$ cat src/rtl/mux4_rr_arbiter_if.sv
// Handshake and data bundle between the four requesters and the shared 4:1 mux arbiter.
interface mux4_rr_arbiter_if #(
    parameter int WIDTH = 8
);
    logic [3:0]       req;
    logic [WIDTH-1:0] d0;
    logic [WIDTH-1:0] d1;
    logic [WIDTH-1:0] d2;
    logic [WIDTH-1:0] d3;
    logic [3:0]       gnt;
    logic [1:0]       sel;
    logic [WIDTH-1:0] y;
    logic             valid;
    logic             busy;

    modport master (
        output req, d0, d1, d2, d3,
        input  gnt, sel, y, valid, busy
    );

    modport slave (
        input  req, d0, d1, d2, d3,
        output gnt, sel, y, valid, busy
    );
endinterface

$ cat src/rtl/mux4_rr_arbiter.sv
// Round-robin arbiter for the shared 4:1 mux: grants one requester at a time,
// drives the mux select and registers the selected data with a valid flag.
module mux4_rr_arbiter #(
    parameter int WIDTH    = 8,
    parameter int MAX_HOLD = 4
) (
    input  logic              clk,
    input  logic              rst,
    mux4_rr_arbiter_if.slave  bus
);
    localparam int HW = $clog2(MAX_HOLD + 1);

    typedef enum logic {IDLE, GRANT} state_t;

    state_t           state;
    logic [1:0]       last;
    logic [HW-1:0]    hold_cnt;
    logic [1:0]       pick;
    logic             others;
    logic [WIDTH-1:0] d_sel;

    // First requester found scanning last+1 .. last+4 (mod 4).
    function automatic logic [1:0] rr_pick(input logic [3:0] r, input logic [1:0] l);
        logic [1:0] idx;
        logic       found;
        rr_pick = l;
        found   = 1'b0;
        for (int k = 1; k <= 4; k++) begin
            idx = l + 2'(k);
            if (!found && r[idx]) begin
                rr_pick = idx;
                found   = 1'b1;
            end
        end
    endfunction

    always_comb begin
        pick   = rr_pick(bus.req, last);
        others = |(bus.req & ~(4'b0001 << bus.sel));
        d_sel  = bus.d0;
        case (bus.sel)
            2'd0:    d_sel = bus.d0;
            2'd1:    d_sel = bus.d1;
            2'd2:    d_sel = bus.d2;
            default: d_sel = bus.d3;
        endcase
    end

    always_ff @(posedge clk or posedge rst) begin
        if (rst) begin
            state     <= IDLE;
            last      <= 2'd3;
            hold_cnt  <= '0;
            bus.gnt   <= 4'b0000;
            bus.sel   <= 2'd0;
            bus.y     <= '0;
            bus.valid <= 1'b0;
            bus.busy  <= 1'b0;
        end else begin
            // Data stage trails the grant by one edge.
            bus.valid <= |bus.gnt;
            if (|bus.gnt)
                bus.y <= d_sel;

            case (state)
                IDLE: begin
                    if (|bus.req) begin
                        bus.gnt  <= 4'b0001 << pick;
                        bus.sel  <= pick;
                        last     <= pick;
                        hold_cnt <= HW'(1);
                        bus.busy <= 1'b1;
                        state    <= GRANT;
                    end
                end
                default: begin
                    // A dropped request or an expired hold under contention hands over
                    // without an idle bubble; last==sel keeps the holder out of the pick.
                    if ((!bus.req[bus.sel] && others) ||
                        (bus.req[bus.sel] && others && hold_cnt == HW'(MAX_HOLD))) begin
                        bus.gnt  <= 4'b0001 << pick;
                        bus.sel  <= pick;
                        last     <= pick;
                        hold_cnt <= HW'(1);
                    end else if (!bus.req[bus.sel]) begin
                        bus.gnt  <= 4'b0000;
                        bus.busy <= 1'b0;
                        hold_cnt <= '0;
                        state    <= IDLE;
                    end else if (hold_cnt != HW'(MAX_HOLD)) begin
                        hold_cnt <= hold_cnt + 1'b1;
                    end
                end
            endcase
        end
    end
endmodule

$ cat src/flat_wrapper.sv
// flat-port wrapper written by rule: the top's interface ports become plain ports
module mux4_rr_arbiter_flat 
#(
    parameter int WIDTH    = 8,
    parameter int MAX_HOLD = 4
)
  (clk, rst, bus_req, bus_d0, bus_d1, bus_d2, bus_d3, bus_gnt, bus_sel, bus_y, bus_valid, bus_busy);
  mux4_rr_arbiter_if #(.WIDTH(WIDTH)) bus_i ();
  input  logic clk;
  input  logic rst;
  input wire logic [$bits(bus_i.req)-1:0] bus_req;
  input wire logic [$bits(bus_i.d0)-1:0] bus_d0;
  input wire logic [$bits(bus_i.d1)-1:0] bus_d1;
  input wire logic [$bits(bus_i.d2)-1:0] bus_d2;
  input wire logic [$bits(bus_i.d3)-1:0] bus_d3;
  output wire logic [$bits(bus_i.gnt)-1:0] bus_gnt;
  output wire logic [$bits(bus_i.sel)-1:0] bus_sel;
  output wire logic [$bits(bus_i.y)-1:0] bus_y;
  output wire logic [$bits(bus_i.valid)-1:0] bus_valid;
  output wire logic [$bits(bus_i.busy)-1:0] bus_busy;
  assign bus_i.req = bus_req;
  assign bus_i.d0 = bus_d0;
  assign bus_i.d1 = bus_d1;
  assign bus_i.d2 = bus_d2;
  assign bus_i.d3 = bus_d3;
  assign bus_gnt = bus_i.gnt;
  assign bus_sel = bus_i.sel;
  assign bus_y = bus_i.y;
  assign bus_valid = bus_i.valid;
  assign bus_busy = bus_i.busy;
  mux4_rr_arbiter #(.WIDTH(WIDTH), .MAX_HOLD(MAX_HOLD)) u_core (.clk(clk), .rst(rst), .bus(bus_i));
endmodule
$ cat config.mk
export PLATFORM = sky130hd
export DESIGN_NAME = mux4_rr_arbiter_flat
export DESIGN_NICKNAME = d
export VERILOG_FILES = /design/src/rtl/mux4_rr_arbiter_if.sv /design/src/rtl/mux4_rr_arbiter.sv /design/src/flat_wrapper.sv
export SDC_FILE = /design/constraint.sdc
export NUM_CORES = 1
export LEC_CHECK = 0
export ABC_CLOCK_PERIOD_IN_PS = 3700
export BUFFER_PORTS_ARGS = -buffer_cell sky130_fd_sc_hd__buf_2
export CORE_ASPECT_RATIO = 1.25
export CORE_MARGIN = 5
export CORE_UTILIZATION = 35
export DETAILED_ROUTE_END_ITERATION = 10
export SLEW_MARGIN = 20
export SYNTH_ARGS = -nofsm -noshare
export SYNTH_HDL_FRONTEND = slang
export SYNTH_SLANG_ARGS = --single-unit
$ cat constraint.sdc
create_clock -name clk -period 3.7 [get_ports clk]
set_clock_uncertainty 0.2 [all_clocks]
set_input_delay 0.185 -clock clk [delete_from_list [all_inputs] [get_ports clk]]
set_output_delay 0.185 -clock clk [all_outputs]
set_load 0.03 [all_outputs]
==> metrics.yaml, run 1 <==
status: "complete, no violations"
portBuffers: 53
place_area_um2: 1570
layout.nets: 203
grt_pass1_vias: 1239
rsz0062_at_grt: "false"
min_period_over_period: 0.662
yosysSeqAreaShare: 0.439
nFillCells: 311
path_max_fanout: 15
grt_overflow: 0
insertion_delay_ps: 260
p_per_area_nw_per_um2: 898
postRouteAntennaNets: 0
routedWlPerCell_um: 15.5
rr_startpoint: "u_core.bus.sel[0]"
die_h_um: 77.1
routabilityCongestion: 0.903
p_leak_uw: 0.000773
synth-edff-count: 0
vias_per_cell: 5.44
cts.clk_slew.worst_paths_ps: 80
period_needed_ps: 2450
drcViolationCount: 0
ys_types: 32
cts-root-buf: "clkbuf_8"
antenna_found_initial: 0
io_pins: 54
syn_area_um2: 1260
cts_buffers: 3
die_w_um: 63.6
layout_setup_ws_ps: 1250
worstSetupPathType: "reg2reg"
fin_tns_setup_ps: 0
startpoint: "u_core.bus.sel[0]"
drtIter0Drc: 41
report.final.hold_viol_count: 0
core-area_um2: 3480
ctsHtreeMaxLevel: 1
ir_worst_vdd_v: 0.000454
synth.avg_cell_area_um2: 12.0
ys_warn_count: 0
synth-async-reset-ratio: 1.00
min_from: "bus_req[0]"
final_cell_area_um2: 1650
max_freq_ghz: 0.409
syn_to_final_growth_pct: 31.3
start_kind: "flip-flop"
num_rows: 24
crit_required_ps: 3680
place_ws_ps: 1280
antennaDiodeCount: 0
grt_pass1_wl_mm: 5.40
synthesis.nets: 145
worstMarginPinSlew_ps: 959
worst_ep_arrival_time_ps: 2430
hpwl_mm: 2.52
dieArea_um2: 4900
drtPass1Iterations: 4
relSlewSlack: 0.356
clkSinkCount: 22
hold_class: "in2reg"
drive_above_1_share: 0.500
maxSlewViolCount: 0
grt_use_total: 0.134
start_util: 0.361
clockBufferDepth: 2
ys_ff_latch: 22
worstSetupEndpointType: "flip-flop"
routed_wl_mm: 3.11
drv_cap: 0
via_count: 1093
cts_tree: "built"
netlist_instances: 105
grt_max_degree: 23
ys.flop_type: "dfrtp_1"
finalSetupViolCount: 0
[stage by stage]
stage                     power (µW)  hold WS, ps  utilization  std cells
after floorplan                 1060        -27.3            -        105
after global placement          1250          182        0.451        196
after detailed placement        1270          189        0.451        196
after CTS                       1500          162        0.474        201
after global routing            1600          162        0.474        201
final                           1480          166        0.474        201
[final cells by class]
class | instances | area, µm² | area share
Clock buffer | 3 | 41.3 | 0.0250
Clock inverter | 1 | 30.0 | 0.0182
Sequential cell | 22 | 553 | 0.335
Multi-Input combinational cell | 75 | 674 | 0.408
Inverter | 6 | 22.5 | 0.0136
Timing Repair Buffer | 55 | 283 | 0.171
Tap cell | 39 | 48.8 | 0.0295
[synthesized netlist by cell type, types with 2 or more instances]
library cell	count	area share
nor2_1	5	0.015
a21oi_1	5	0.020
a32o_1	2	0.016
dfrtp_1	20	0.40
nor4_1	2	0.0099
o21a_1	3	0.018
o21ai_0	7	0.028
mux2_2	9	0.081
dfstp_2	2	0.042
inv_1	6	0.018
nand3_1	3	0.012
nand2b_1	4	0.020
o2bb2ai_1	2	0.014
ha_1	2	0.020
nand2_1	8	0.024
mux4_2	9	0.16
[kinds of logic after synthesis]
kind of cell / after synthesis / share of synthesized area
buffers and inverters: 8 / 0.0248
AND/OR/NAND/NOR: 29 / 0.131
multiplexers: 18 / 0.242
flip-flops: 22 / 0.439
AO/OA/AOI/OAI: 26 / 0.143
adder cells (fa/ha/maj): 2 / 0.0199
[cell usage in the layout (no fill, tap or decap), drive strengths merged, types with 2 or more instances in the layout]
cell / n
buf: 54
dfrtp: 20
mux4: 9
mux2: 9
nand2: 8
o21ai: 7
inv: 6
nor2: 5
a21oi: 5
nand2b: 4
o21a: 3
nand3: 3
clkbuf: 3
nor4: 3
a32o: 2
o2bb2ai: 2
ha: 2
dfstp: 2
[final timing paths]
check	end	cells past startpoint	slack (ps)
max reg2reg	u_core.bus.gnt[0]	6	1250
min in group asynchronous	u_core.bus.y[5]	3	430
max	u_core.bus.gnt[0]	6	1250
min reg2reg	u_core.bus.busy	2	280
min	u_core.bus.busy	3	170
max in group asynchronous	u_core.bus.y[1]	3	2360
[routing by layer]
metal	track usage	up-vias	routed length [µm]	share of wire
met2	0.222	55	1440	0.46
met1	0.164	519	1360	0.44
met3	0.0409	2	293	0.094
li1	-	517	-	-
met5	0	-	0	0
met4	0.0437	0	14	0.0045
[timing repair]
action                                 CTS  global route
gates resized for setup                  0             0
endpoints found under the hold margin   20             0
buffers inserted                         0             0
hold buffers                             1             0
[critical path, stage by stage, from the launching register on]
cell	delay (ps)
dfrtp_1	330
buf_4	250
mux4_2	590
and3_4	200
or2_1	240
or3_4	400
o2bb2ai_1	160
[registers in the layout (all words and copies together), names as in the netlist]
| register | flops |
|---|---|
| u_core.bus.valid | 1 |
| u_core.hold_cnt | 3 |
| u_core.bus.busy | 1 |
| u_core.bus.sel | 2 |
| u_core.bus.gnt | 4 |
| u_core.last | 2 |
| u_core.state | 1 |
| u_core.bus.y | 8 |
[power by group]
part	total [µW]	internal [µW]	switching, µW
clock network	221	144	76.3
logic	815	370	445
registers	448	358	90.3
total	1480	872	612
Note: power is estimated with default switching activity, not from simulation.
==> run 2: changes to the inputs <==
ABC_AREA = 1   (was unset)
ABC_CLOCK_PERIOD_IN_PS = 2130   (was 3700)
clock period = 2.13 ns   (was 3.7 ns; I/O delays follow)
==> run 2 against run 1 <==
Effect of this change: final area increased by 24%; clock power up 36%; first-iteration DRC count up 17%; cell count is 66% higher; sequential power grew 79%; synthesized cell count up 94%; clock-buffer cell count rose by 1; hold slack lost 170 ps; sequential share of layout area is 6.4 points lower; largest power group unchanged; via count grew 46%; largest cell class unchanged.
==> metrics.yaml, run 2 <==
drtIter0Drc: 48
cts-root-buf: "clkbuf_8"
hold_slack_ps: 0.991
cpPeakStageDelay_ps: 680
syn_area_um2: 1490
worstPathCellList: "inv_8 -> nand2_1 -> nand2_2 -> nand2_4 -> nand2_4 -> o21ai_1 -> nand3_1 -> nand2_2 -> inv_2 -> nand2_1 -> nand2_1"
routedWlPerCell_um: 12.5
critPathSlowestCell: "dfstp_2"
ys_warn_count: 0
die_w_um: 68.3
p_per_area_nw_per_um2: 1550
synth.top_cell.area_share: 0.336
relSlewSlack: 0.785
core-area_um2: 4100
ys.flop_type: "dfrtp_1"
hold_class: "in2reg"
die_h_um: 82.9
cts_hold_buffers: 17
routabilityCongestion: 0.837
period_needed_ps: 1840
ys_ff_latch: 22
maxSlewViolCount: 0
largest_register_ffs: 8
synth_xor_area_frac: 0.00589
min_from: "bus_d2[3]"
regMostFlops: "u_core.bus.y"
grt_pass1_vias: 1636
num_rows: 26
final_common_cell: "nand2_1"
grt_overflow: 0
dieArea_um2: 5660
synthTopCellsByArea: "dfrtp_1 34%, nand2_1 20%, nand2_2 4.6%"
cts.repair.resized: 0
final_cell_area_um2: 2040
grt_pass1_wl_mm: 7.00
max_freq_ghz: 0.542
layout_common_cells: "78 x nand2_1, 53 x buf_2, 20 x dfrtp_1"
switching_share: 0.530
vias_per_cell: 4.76
yosys.area_share.simple: 0.378
synth-async-reset-ratio: 1.00
postRouteAntennaNets: 0
drv_cap: 0
grt_use_total: 0.157
place_area_um2: 1820
worstMarginPinSlew_ps: 321
cts_buffers: 3
antennaDiodeCount: 0
fin_tns_setup_ps: 0
layout.nets: 319
cts_tree: "built"
rsz0062_at_grt: "false"
hpwl_mm: 3.17
cts_setup_buffers: 0
timing.critical_path.mode_cell: "nand2_1"
yosysSeqAreaShare: 0.372
ir_worst_vdd_v: 0.000719
yosys.area_share.adder: 0.0244
io_pins: 54
worst_ep_arrival_time_ps: 1800
synth_top_family_by_area: "simple AND/OR/NAND/NOR gates"
place_ws_ps: 282
synth.avg_cell_area_um2: 7.29
ys_types: 28
largestRegisters: "u_core.bus.y (8), u_core.bus.gnt (4), u_core.hold_cnt (3)"
synth_compound_area_frac: 0.144
antenna_found_initial: 0
comb_power_share: 0.650
clockBufferDepth: 2
start_kind: "flip-flop"
cts.clk_slew.worst_paths_ps: 80
p_switching_uw: 1670
drive_above_1_share: 0.331
netlist_instances: 204
finalSetupViolCount: 0
p_int_uw: 1490
p_total_uw: 3160
clkSinkCount: 22
syn_to_final_growth_pct: 37.3
synthMuxAreaShare: 0
status: "complete, no violations"
synth-edff-count: 0
path_max_fanout: 10
rr_startpoint: "u_core.last[0]"
synth_top_area_cell: "dfrtp_1"
ctsHtreeMaxLevel: 1
p_seq_frac: 0.254
routed_wl_mm: 4.18
insertion_delay_ps: 260
drcViolationCount: 0
grt_max_degree: 23
portBuffers: 53
clock_power_share: 0.095
layout_setup_ws_ps: 287
p_leak_uw: 0.00111
crit_required_ps: 2090
drtPass1Iterations: 4
synthMostInstantiatedCell: "nand2_1"
min_period_over_period: 0.865
report.final.hold_viol_count: 0
synthesis.nets: 244
startpoint: "u_core.last[0]"
worstSetupPathType: "reg2reg"
via_count: 1591
worstSetupEndpointType: "flip-flop"
yosys-top-cells-count: "78 x nand2_1, 20 x dfrtp_1, 14 x inv_1"
start_util: 0.363
run 2: changes by cell type in the layout (fill, tap and decap cells not counted), moves of 4 or more:
cell,delta
o21ai_0,+5
inv_2,+6
nand4_1,+5
mux2_2,-9
nand3_1,+8
nand2b_1,-4
nand2_2,+11
inv_1,+8
mux4_2,-9
o21ai_1,+9
dlygate4sd3_1,+16
nand2_1,+70
a221oi_1,+5
run 2: layout make-up:
type	instances	area, µm²
Sequential cell	22	553
Timing Repair Buffer	73	458
Clock buffer	4	55.1
Tap cell	56	70.1
Multi-Input combinational cell	158	821
Fill cell	417	2060
Inverter	21	86.3
run 2: power by group through the flow:
stage               Clock (µW)  Sequential [µW]  Combinational [µW]
floorplan                    0             1010                1380
global placement             0              806                2040
detailed placement           0              813                2050
CTS                        311              802                2090
global route               323              832                2340
finish                     301              803                2060
run 2: per-layer routing:
metal,up-vias,global-route usage,wire [µm]
li1,819,-,-
met2,48,0.289,2120
met3,5,0.00946,223
met5,-,0,0
met4,0,0.0633,76
met1,719,0.178,1760
run 2: path summary, 6_finish.rpt:
kind	endpoint	slack (ps)	cells past startpoint
setup / recovery	u_core.bus.gnt[0]	290	11
hold / removal	u_core.bus.y[3]	1	5
setup reg to reg	u_core.bus.gnt[0]	290	11
hold reg to reg	u_core.bus.y[3]	280	2
max in group asynchronous	u_core.last[1]	1240	4
min in group asynchronous	u_core.hold_cnt[2]	210	4
run 2: cell families (layout without fill, tap and decap cells):
| family | Yosys count | after routing |
|---|---|---|
| compound gates | 36 | 36 |
| xor+xnor | 1 | 1 |
| fa+ha+maj | 3 | 3 |
| buf+inv | 24 | 98 |
| flops | 22 | 22 |
| simple gates | 118 | 118 |
run 2: worst max-delay path, delay by kind of cell (launching register included):
| family | cells | cell delay (ps) |
|---|---|---|
| flip-flops | 1 | 680 |
| AND/OR/NAND/NOR | 8 | 630 |
| buffers and inverters | 2 | 120 |
| AO/OA/AOI/OAI | 1 | 120 |
run 2: per-stage QoR:
step / util / std cells
2_1_floorplan: - / 204
3_3_place_gp: 0.444 / 313
3_5_place_dp: 0.444 / 313
4_1_cts: 0.498 / 334
5_1_grt: 0.498 / 334
6_report: 0.498 / 334
==> run 3: changes to the inputs <==
CORE_UTILIZATION = 44   (was 35)
PLACE_DENSITY = 0.75   (was unset)
==> run 3 against run 2 <==
Effect of this change: the run now ends with negative hold slack left; worst setup slack better by 4.9 ps; power is 1.5% lower; clock power is 12% lower; via count is 1.3% lower; cell count is 6.9% lower; sequential share of layout area is 0.98 points higher; critical path depth stayed put; combinational power hardly changed; routed wire length is 4.8% lower; largest power group unchanged; fmax is 0.27% higher; sequential power is 0.5% higher; clock-buffer cell count stayed put.
==> metrics.yaml, run 3 (synthesis gave the netlist of run 2 again) <==
startpoint: "u_core.last[0]"
portBuffers: 53
worstSetupPathType: "reg2reg"
cts-root-buf: "clkbuf_8"
largest_register_ffs: 8
start_util: 0.462
violations: "negative hold slack"
utilization: 0.612
dieArea_um2: 4650
routedWlPerCell_um: 12.8
fin_tns_setup_ps: 0
num_rows: 23
postRouteAntennaNets: 0
ir_worst_vdd_v: 0.000855
drcViolationCount: 0
drv_cap: 0
use_met2: 0.316
maxSlewViolCount: 0
largestRegisters: "u_core.bus.y (8), u_core.bus.gnt (4), u_core.hold_cnt (3)"
worstSetupEndpointType: "flip-flop"
die_h_um: 75.0
grt_use_total: 0.175
relSlewSlack: 0.443
status: "finished with violations"
cts.clk_slew.worst_paths_ps: 80
max_freq_ghz: 0.544
routabilityCongestion: 0.939
start_kind: "flip-flop"
ctsHtreeMaxLevel: 1
routed_wl_mm: 3.98
worstMarginPinSlew_ps: 834
layout_common_cells: "78 x nand2_1, 53 x buf_2, 20 x dfrtp_1"
path_max_fanout: 10
cts_buffers: 3
hold_slack_ps: -8.63
p_total_uw: 3110
p_per_area_nw_per_um2: 1580
antenna_found_initial: 0
hold_class: "in2reg"
nFillCells: 292
p_leak_uw: 0.00108
crit_required_ps: 2090
layout.nets: 315
busiest_layer: "met2"
drtPass1Iterations: 4
grt_pass1_wl_mm: 6.18
die_w_um: 62.0
r2r_slack_ps: 290
min_period_over_period: 0.863
grtUsageMet3: 0.0206
dp_cells: 293
grt_max_degree: 23
rr_startpoint: "u_core.last[0]"
worst_ep_arrival_time_ps: 1800
clockBufferDepth: 2
drtIter0Drc: 95
io_pins: 54
grt_use_met1: 0.217
syn_to_final_growth_pct: 32.5
final_cells: 311
insertion_delay_ps: 260
clkSinkCount: 22
hpwl_mm: 2.95
via_count: 1571
cts_setup_buffers: 0
vias_per_cell: 5.05
finalSetupViolCount: 0
core-area_um2: 3220
period_needed_ps: 1840
min_from: "bus_d3[2]"
regMostFlops: "u_core.bus.y"
final_common_cell: "nand2_1"
drive_above_1_share: 0.328
grt_pass1_vias: 1421
antennaDiodeCount: 0
cts_tree: "built"
rsz0062_at_grt: "false"
report.final.hold_viol_count: 1
grt_overflow: 0
run 3: changes by cell type in the layout (fill, tap and decap cells not counted):
cell           change
buf_4              -1
clkbuf_1           +1
clkbuf_8           -1
dlygate4sd3_1      -3
run 3: worst max-delay path: stages, from the launching register on:
cell and delay (ps):
dfstp_2 670, inv_8 70, nand2_1 70, nand2_2 80
nand2_4 90, nand2_4 70, o21ai_1 120, nand3_1 100
nand2_2 110, inv_2 40, nand2_1 60, nand2_1 40
run 3: final timing paths:
check | cells after the start | endpoint
min in group asynchronous | 3 | u_core.bus.y[0]
hold / removal | 3 | u_core.bus.y[2]
hold reg to reg | 2 | u_core.bus.y[4]
setup reg to reg | 11 | u_core.bus.gnt[0]
setup / recovery | 11 | u_core.bus.gnt[0]
max in group asynchronous | 3 | u_core.bus.y[3]
run 3: power breakdown:
part / switching, µW / internal [µW] / total [µW]
Clock: 131 / 133 / 264
Combinational: 1350 / 690 / 2040
Sequential: 180 / 627 / 807
run 3: stage by stage:
| step | setup WS, ps | hold WS [ps] | cell area (µm²) |
|---|---|---|---|
| 2_1_floorplan | 371 | -106 | 1490 |
| 3_3_place_gp | 330 | 97.0 | 1790 |
| 3_5_place_dp | 302 | 122 | 1790 |
| 4_1_cts | 291 | 3.91 | 1970 |
| 5_1_grt | 171 | 38.1 | 1970 |
| 6_report | 291 | -8.63 | 1970 |
run 3: layer usage:
layer	up-vias	share of wire
met4	0	0.0070
met2	55	0.50
met1	703	0.41
met5	-	0
li1	811	-
met3	2	0.079
run 3: repair_timing:
| action | CTS | global route |
|---|---|---|
| hold buffers | 14 | 0 |
| endpoints found under the hold margin | 27 | 0 |
| gates resized for setup | 0 | 0 |
run 3: cell type report:
| type | count | area [µm²] | area share |
|---|---|---|---|
| Tap cell | 37 | 46.3 | 0.0235 |
| Sequential cell | 22 | 553 | 0.280 |
| Clock buffer | 4 | 45.0 | 0.0228 |
| Multi-Input combinational cell | 158 | 821 | 0.416 |
| Timing Repair Buffer | 69 | 420 | 0.213 |
| Inverter | 21 | 86.3 | 0.0438 |
